`src/rtl/axis_frame_fifo.sv`:
```
// ---------------------------------------------------------------------------
// axis_frame_fifo
//   AXI-Stream FIFO that sits behind the 2:1 stream mux. It buffers 8-bit
//   beats with their TLAST marker, back-pressures the mux via s_tready and
//   reports how many complete frames and how many beats it holds.
//
//   Optional feature macro: FRAME_MODE_EN
//     defined   : store-and-forward. Output is held until a whole frame (a
//                 TLAST beat) is buffered, or the FIFO is full (forced release).
//                 Once a released frame starts draining, it streams to TLAST.
//     undefined : cut-through. Output is valid whenever the FIFO is non-empty.
//
// Ports
//   clk, reset                   single clock, synchronous active-high reset
//   s_tdata/s_tvalid/s_tlast     input beat from the mux
//   s_tready                     FIFO can accept a beat
//   m_tdata/m_tvalid/m_tlast     output beat (first-word fall-through)
//   m_tready                     consumer accepts the beat
//   frame_cnt                    stored TLAST beats currently held
//   level                        beats currently held, 0..DEPTH
// ---------------------------------------------------------------------------
module axis_frame_fifo #(
  parameter int unsigned DATA_W = 8,
  parameter int unsigned DEPTH  = 16,
  parameter int unsigned ADDR_W = 4,
  parameter int unsigned CNT_W  = 5
) (
  input  logic              clk,
  input  logic              reset,
  input  logic [DATA_W-1:0] s_tdata,
  input  logic              s_tvalid,
  input  logic              s_tlast,
  output logic              s_tready,
  output logic [DATA_W-1:0] m_tdata,
  output logic              m_tvalid,
  output logic              m_tlast,
  input  logic              m_tready,
  output logic [CNT_W-1:0]  frame_cnt,
  output logic [CNT_W-1:0]  level
);

  localparam int unsigned PTR_W = ADDR_W + 1;

  logic [DATA_W:0]    mem_q [DEPTH];
  logic [PTR_W-1:0]   wr_ptr_q, wr_ptr_d;
  logic [PTR_W-1:0]   rd_ptr_q, rd_ptr_d;
  logic [CNT_W-1:0]   frame_cnt_q, frame_cnt_d;
  logic [PTR_W-1:0]   fill;
  logic [DATA_W:0]    head;
  logic               empty, full, avail, wr_en, rd_en;

`ifdef FRAME_MODE_EN
  typedef enum logic {ST_HOLD, ST_STREAM} state_e;
  state_e state_q, state_d;
`endif

  always_comb begin
    fill  = wr_ptr_q - rd_ptr_q;
    empty = (fill == '0);
    full  = (fill == PTR_W'(DEPTH));
    head  = mem_q[rd_ptr_q[ADDR_W-1:0]];

`ifdef FRAME_MODE_EN
    // ST_STREAM keeps a started frame flowing even after the forced-release
    // full condition goes away, so long frames cannot deadlock.
    avail = !empty && ((frame_cnt_q != '0) || full || (state_q == ST_STREAM));
`else
    avail = !empty;
`endif

    s_tready  = !full && !reset;
    m_tvalid  = avail && !reset;
    m_tdata   = m_tvalid ? head[DATA_W-1:0] : '0;
    m_tlast   = m_tvalid && head[DATA_W];
    frame_cnt = frame_cnt_q;
    level     = CNT_W'(fill);

    wr_en = s_tvalid && s_tready;
    rd_en = m_tvalid && m_tready;

    wr_ptr_d = wr_ptr_q;
    rd_ptr_d = rd_ptr_q;
    if (wr_en) wr_ptr_d = wr_ptr_q + PTR_W'(1);
    if (rd_en) rd_ptr_d = rd_ptr_q + PTR_W'(1);

    frame_cnt_d = frame_cnt_q;
    case ({wr_en && s_tlast, rd_en && m_tlast})
      2'b10:   frame_cnt_d = frame_cnt_q + CNT_W'(1);
      2'b01:   frame_cnt_d = frame_cnt_q - CNT_W'(1);
      default: frame_cnt_d = frame_cnt_q;
    endcase

`ifdef FRAME_MODE_EN
    state_d = state_q;
    if (rd_en) state_d = m_tlast ? ST_HOLD : ST_STREAM;
`endif
  end

  // Storage is deliberately not reset; only the pointers define validity.
  always_ff @(posedge clk) begin
    if (wr_en) mem_q[wr_ptr_q[ADDR_W-1:0]] <= {s_tlast, s_tdata};
  end

  always_ff @(posedge clk) begin
    if (reset) begin
      wr_ptr_q    <= '0;
      rd_ptr_q    <= '0;
      frame_cnt_q <= '0;
`ifdef FRAME_MODE_EN
      state_q     <= ST_HOLD;
`endif
    end else begin
      wr_ptr_q    <= wr_ptr_d;
      rd_ptr_q    <= rd_ptr_d;
      frame_cnt_q <= frame_cnt_d;
`ifdef FRAME_MODE_EN
      state_q     <= state_d;
`endif
    end
  end

endmodule

```
`config.mk`:
```
export PLATFORM = sky130hd
export DESIGN_NAME = axis_frame_fifo
export DESIGN_NICKNAME = d
export VERILOG_FILES = /design/src/rtl/axis_frame_fifo.sv
export SDC_FILE = /design/constraint.sdc
export NUM_CORES = 1
export LEC_CHECK = 0
export ABC_AREA = 1
export CAP_MARGIN = 25
export CORE_MARGIN = 2
export CORE_UTILIZATION = 50
export DETAILED_ROUTE_END_ITERATION = 6
export PLACE_DENSITY_LB_ADDON = 0.12
export SETUP_SLACK_MARGIN = 0.05
export SLEW_MARGIN = 40
export SYNTH_ARGS = -nofsm -noshare
export SYNTH_HDL_FRONTEND = slang
export SYNTH_SLANG_ARGS = --single-unit
```
`constraint.sdc`:
```
create_clock -name clk -period 4.3 [get_ports clk]
set_input_delay 0.43 -clock clk [delete_from_list [all_inputs] [get_ports clk]]
set_output_delay 0.43 -clock clk [all_outputs]
set_load 0.01 [all_outputs]
```
# Yosys cells after proc, flatten, opt, wreduce, memory -nomap -nowiden
# Memory sizes are Yosys's and may differ from the RTL's. A register that Yosys moved wholly into a read port is not among the register bits.
# Index checks and enable logic that the tools add are counted.
[totals] output_inout_bits=21 inputBits=13 ramBits=144 romBits=0 wordCells=30 regBits=15 latchBits=0 mem_count=1
[classes] eq_ne=3 n_bitwise=0 shifts=0 magnitude_cmp=0 n_mul=0 reduce_logical=12 div=0 add_sub_neg=5 mux=6
[mem_list] name="mem_q" words=16 word_bits=9 rd=1 rd_clocked_by_memory_dff=1 write_ports=1 line="44" text="logic [DATA_W:0] mem_q [DEPTH];"
[ops] operator="adder 5 x 1 -> 5 bit, second input constant" count=3
[ops] operator="one-hot mux 5 bit (2 select lines)" count=1
[ops] operator="2-to-1 mux 4 bit" count=2
[ops] operator="2-to-1 mux 8 bit" count=1
[ops] operator="logical AND 1 bit" count=7
[ops] operator="equality test 5 bit, second input constant" count=1
[ops] operator="zero test 5 bit" count=1
[ops] operator="subtractor 5 x 1 -> 5 bit, second input constant" count=1
[ops] operator="subtractor 5 bit" count=1
[ops] operator="zero test 1 bit" count=3
[ops] operator="equality test 2 x 1 -> 1 bit, second input constant" count=1
[ops] operator="equality test 2 bit, second input constant" count=1
[ops] operator="2-to-1 mux 1 bit" count=2
[ops] operator="nonzero test 2 bit" count=1

# Logic depth before layout (Yosys ltp)
[depth] ltp_word=8 depth_mapped=19

# Least setup slack after synthesis
# OpenSTA, ideal clock, no wires.
[synth_timing] path_type="reg2reg" start="register wr_ptr_q[0]" end="register frame_cnt_q[4], in the netlist frame_cnt[4]" period_less_slack_ns=3.248 arrival_time_ns=3.135 slack_ns=1.052 stages_incl_launch_ff=16 required_time_ns=4.187 cell_sequence="dfxtp_1 inv_1 ha_1 fa_1 xnor2_1 nor2_4 a31oi_1 nand3_1 ha_1 ha_1 a21oi_1 o21ai_0 a21oi_1 o21ai_0 nor2_1 nor2_1"
[synth_between] elab_chain_cells=8 elab_cells_between_ends=16 classes_between="add/sub (1); eq/ne (3); mux (1); reduce/logical (11)"
[synth_rtl] element="start: declaration" line="45" text="logic [PTR_W-1:0] wr_ptr_q, wr_ptr_d;"
[synth_rtl] element="start signal: assignment" line="113" text="wr_ptr_q <= wr_ptr_d;"
[synth_rtl] element="subtractor 5 bit (*)" line="58" text="fill = wr_ptr_q - rd_ptr_q;"
[synth_rtl] element="via level[2]" line="39" text="output logic [CNT_W-1:0] level"
[synth_rtl] element="equality test 5 bit (*)" line="60" text="full = (fill == PTR_W'(DEPTH));"
[synth_rtl] element="zero test 1 bit (*)" line="71" text="s_tready = !full && !reset;"
[synth_rtl] element="logical AND 1 bit (*)" line="71"
[synth_rtl] element="via s_tready" line="33" text="output logic s_tready,"
[synth_rtl] element="logical AND 1 bit (*)" line="78" text="wr_en = s_tvalid && s_tready;"
[synth_rtl] element="logical AND 1 bit (*)" line="87" text="case ({wr_en && s_tlast, rd_en && m_tlast})"
[synth_rtl] element="equality test 2 x 1 -> 1 bit or equality test 2 bit (tied branches)" line="87"
[synth_rtl] element="one-hot mux 5 bit (2 select lines) or nonzero test 2 bit (tied branches)"
[synth_rtl] element="end signal: assignment" line="115" text="frame_cnt_q <= frame_cnt_d;"
[synth_rtl] element="end: declaration" line="47" text="logic [CNT_W-1:0] frame_cnt_q, frame_cnt_d;"
# The timed path passes the listed nets; every way through them passes the cells marked *.
# A chain may end at the register's enable or synchronous reset.

# Worst setup path in the final report
[layout_timing] start="register wr_ptr_q[0]" end="output port m_tdata[5]"
[layout_between] elab_chain_cells=5
[layout_rtl] element="subtractor 5 bit" line="58"
[layout_rtl] element="zero test 5 bit" line="59" text="empty = (fill == '0);"
[layout_rtl] element="zero test 1 bit" line="68" text="avail = !empty;"
[layout_rtl] element="logical AND 1 bit" line="72" text="m_tvalid = avail && !reset;"
[layout_rtl] element="2-to-1 mux 8 bit" line="73" text="m_tdata = m_tvalid ? head[DATA_W-1:0] : '0;"
[layout_rtl] element="end: declaration" line="34" text="output logic [DATA_W-1:0] m_tdata,"
# Every way passes these cells.

==> flow_metrics.tcl <==
set metrics [dict create \
    place_congestion 0.8127 \
    insertedDiodeCount 0 \
    layout.nets 735 \
    synth_area_leaders "edfxtp_1, dfxtp_1, a21oi_1" \
    ir_worst_vdd_v 0.0002644 \
    routedWlPerCell_um 17.16 \
    syn-instance-count 662 \
    antenna_found_initial 0 \
    crit_type "reg2out" \
    place_hpwl_mm 9.732 \
    clk_pin_slew_ns 0.06 \
    fin_hold_ws_ns 0.5275 \
    grt_pass1_vias 4780 \
    yosysSeqAreaShare_pct 64.96 \
    critPathLaunch "wr_ptr_q[0]" \
    end_kind "primary output" \
    totalWireLength_mm 15.44 \
    clkLatencyLatePin_ns 0.42 \
    timing.hold.worst.class "reg2reg" \
    num_rows 43 \
    drc 0 \
    htree_levels 4 \
    status "completed" \
    cts_num_sinks 163 \
    grt_setup_unrepaired "no" \
    die_x_um 124.4 \
    fin_total_pwr_uw 4086 \
    yosysUniqueCellTypes 31 \
    final_max_slew_viol_count 0 \
    track_usage_pct 20.99 \
    cts_max_path_buffers 2 \
    hp-start "frame_cnt[0]" \
    power.leakage_uw 0.003196 \
    worstMarginPinSlew_ns 0.6967 \
    tritoncts "built" \
    grt_pass1_wl_mm 25.05 \
    postCtsSetupRepairBufs 0 \
    period_needed_ns 3.763 \
    gr-total-overflow 0 \
    final_common_cell "edfxtp_1" \
    multi_input_area_um2 2012 \
    finalClockSkew_ns 0.004887 \
    synth_seq_cells 163 \
    dp_cells 868 \
    fillers 1176 \
    regArea_um2 4708 \
    numPortBuffers 33 \
    reg2reg_depth 17 \
    dr.pass1.iters 4 \
    synth_top_area_share_pct 59.71 \
    syn_area_per_cell_um2 10.94 \
    final_antenna_net_count 0 \
    ff2ff_setup_slack_ns 0.70 \
    holdPathStages 1 \
    drt_iter0_drc 405 \
    hold_viol_final 0 \
    rr_startpoint "wr_ptr_q[0]" \
    viasPerCell 5.316 \
    cts_root_buf "clkbuf_16" \
    cts_buffers 17 \
    final_cells 900 \
    slew_headroom_pct 53.55 \
    period_share_pct 87.52 \
    syn-cell-area_um2 7242 \
    final_cell_mix "edfxtp_1, inv_1, nand2_1" \
    yosysTopAreaCell "edfxtp_1" \
    finalSetupViolCount 0 \
    dieHeight_um 124.4 \
    start_util_pct 51.77 \
    crit_fanout 8 \
    drv_cap 0 \
    fin_setup_tns_ns 0 \
    die_area_um2 15460 \
    final_util_pct 59.79 \
    vias 4784 \
    cp_data_arrival_time_ns 3.33 \
    power.density_nw_per_um2 488.6 \
    hold_buffers 0 \
    ctsResizeCount 0 \
    grt_max_degree 68 \
    crit_required_ns 3.87 \
    yosys_warnings 0 \
    syn2layout_area_growth_pct 15.48 \
    core_um2 13990 \
    drive_above_1_share_pct 9.167 \
    synth_fp_nets 690 \
    max_freq_mhz 265.7 \
    crit_path_start_kind "flip-flop" \
    io-pin-count 34 \
]
[final timing paths]
| path | to |
|---|---|
| min | frame_cnt[0] |
| min reg2reg | frame_cnt[0] |
| max | m_tdata[5] |
| max reg2reg | frame_cnt[4] |
[final cells by class]
type	instances	share of cell area [%]
clock buffers	22	5.940
repair buffers	54	5.835
multi-input cells	376	24.06
well taps	180	2.693
flip-flops and latches	163	56.30
clock inverters	10	0.9126
inverters	95	4.264
[kinds of logic (layout without fill, tap and decap cells)]
| logic type | after synthesis | count (layout) | synth area share (%) |
|---|---|---|---|
| buf+inv | 123 | 181 | 7.291 |
| mux | 12 | 12 | 1.659 |
| xor+xnor | 4 | 4 | 0.4837 |
| fa+ha+maj | 15 | 15 | 2.799 |
| flops | 163 | 163 | 64.96 |
| compound gates | 148 | 148 | 11.02 |
| simple gates | 197 | 197 | 11.78 |
[synth_stat cells]
cell / count
clkbuf_1: 9
nand3b_1: 1
edfxtp_1: 144
buf_4: 2
o211ai_2: 2
nor4_1: 1
mux2i_1: 12
xnor2_1: 4
nand3_2: 2
nand3_4: 2
clkinv_1: 1
nand3_1: 17
buf_6: 6
o21ai_0: 56
buf_2: 11
dfxtp_1: 19
a21oi_4: 1
a31oi_1: 1
nor3_1: 21
nand2_1: 87
inv_2: 2
ha_1: 13
a21oi_1: 71
nor2_1: 60
nor2_4: 1
fa_1: 2
o211ai_1: 12
inv_1: 92
o21ai_1: 5
nand4_1: 2
nand2_2: 3
[worst max-delay path: stages (launching register included)]
cell	delay, ns
dfxtp_1	0.38
inv_1	0.12
ha_1	0.24
fa_1	0.40
xnor2_1	0.39
nor2_4	0.09
nand3_2	0.18
nand2_2	0.13
inv_2	0.18
nand2_1	0.07
nor2_1	0.17
clkdlybuf4s50_1	0.57
[through the flow]
stage | setup slack (ns) | cell area [um2]
3_5_place_dp | 0.7573 | 7790
3_3_place_gp | 0.9634 | 7787
6_report | 0.5368 | 8363
2_1_floorplan | 1.052 | 7242
5_1_grt | 0.3509 | 8363
4_1_cts | 0.5590 | 8363
[layer usage]
metal,GRT usage (%),share of wire (%)
met1,27.02,45
met2,34.81,49
met3,4.854,4.3
met4,7.865,2.0
met5,0,0
[where the power goes]
part           switching [uW]  internal, uW
logic                     491           328
clock network             575           872
registers                61.9          1760
[registers in the layout (all words and copies together), names as in the netlist, named ones only]
register and cells:
frame_cnt 5, rd_ptr_q 5, mem_q 144, wr_ptr_q 5
(Power assumes the default switching activity.)
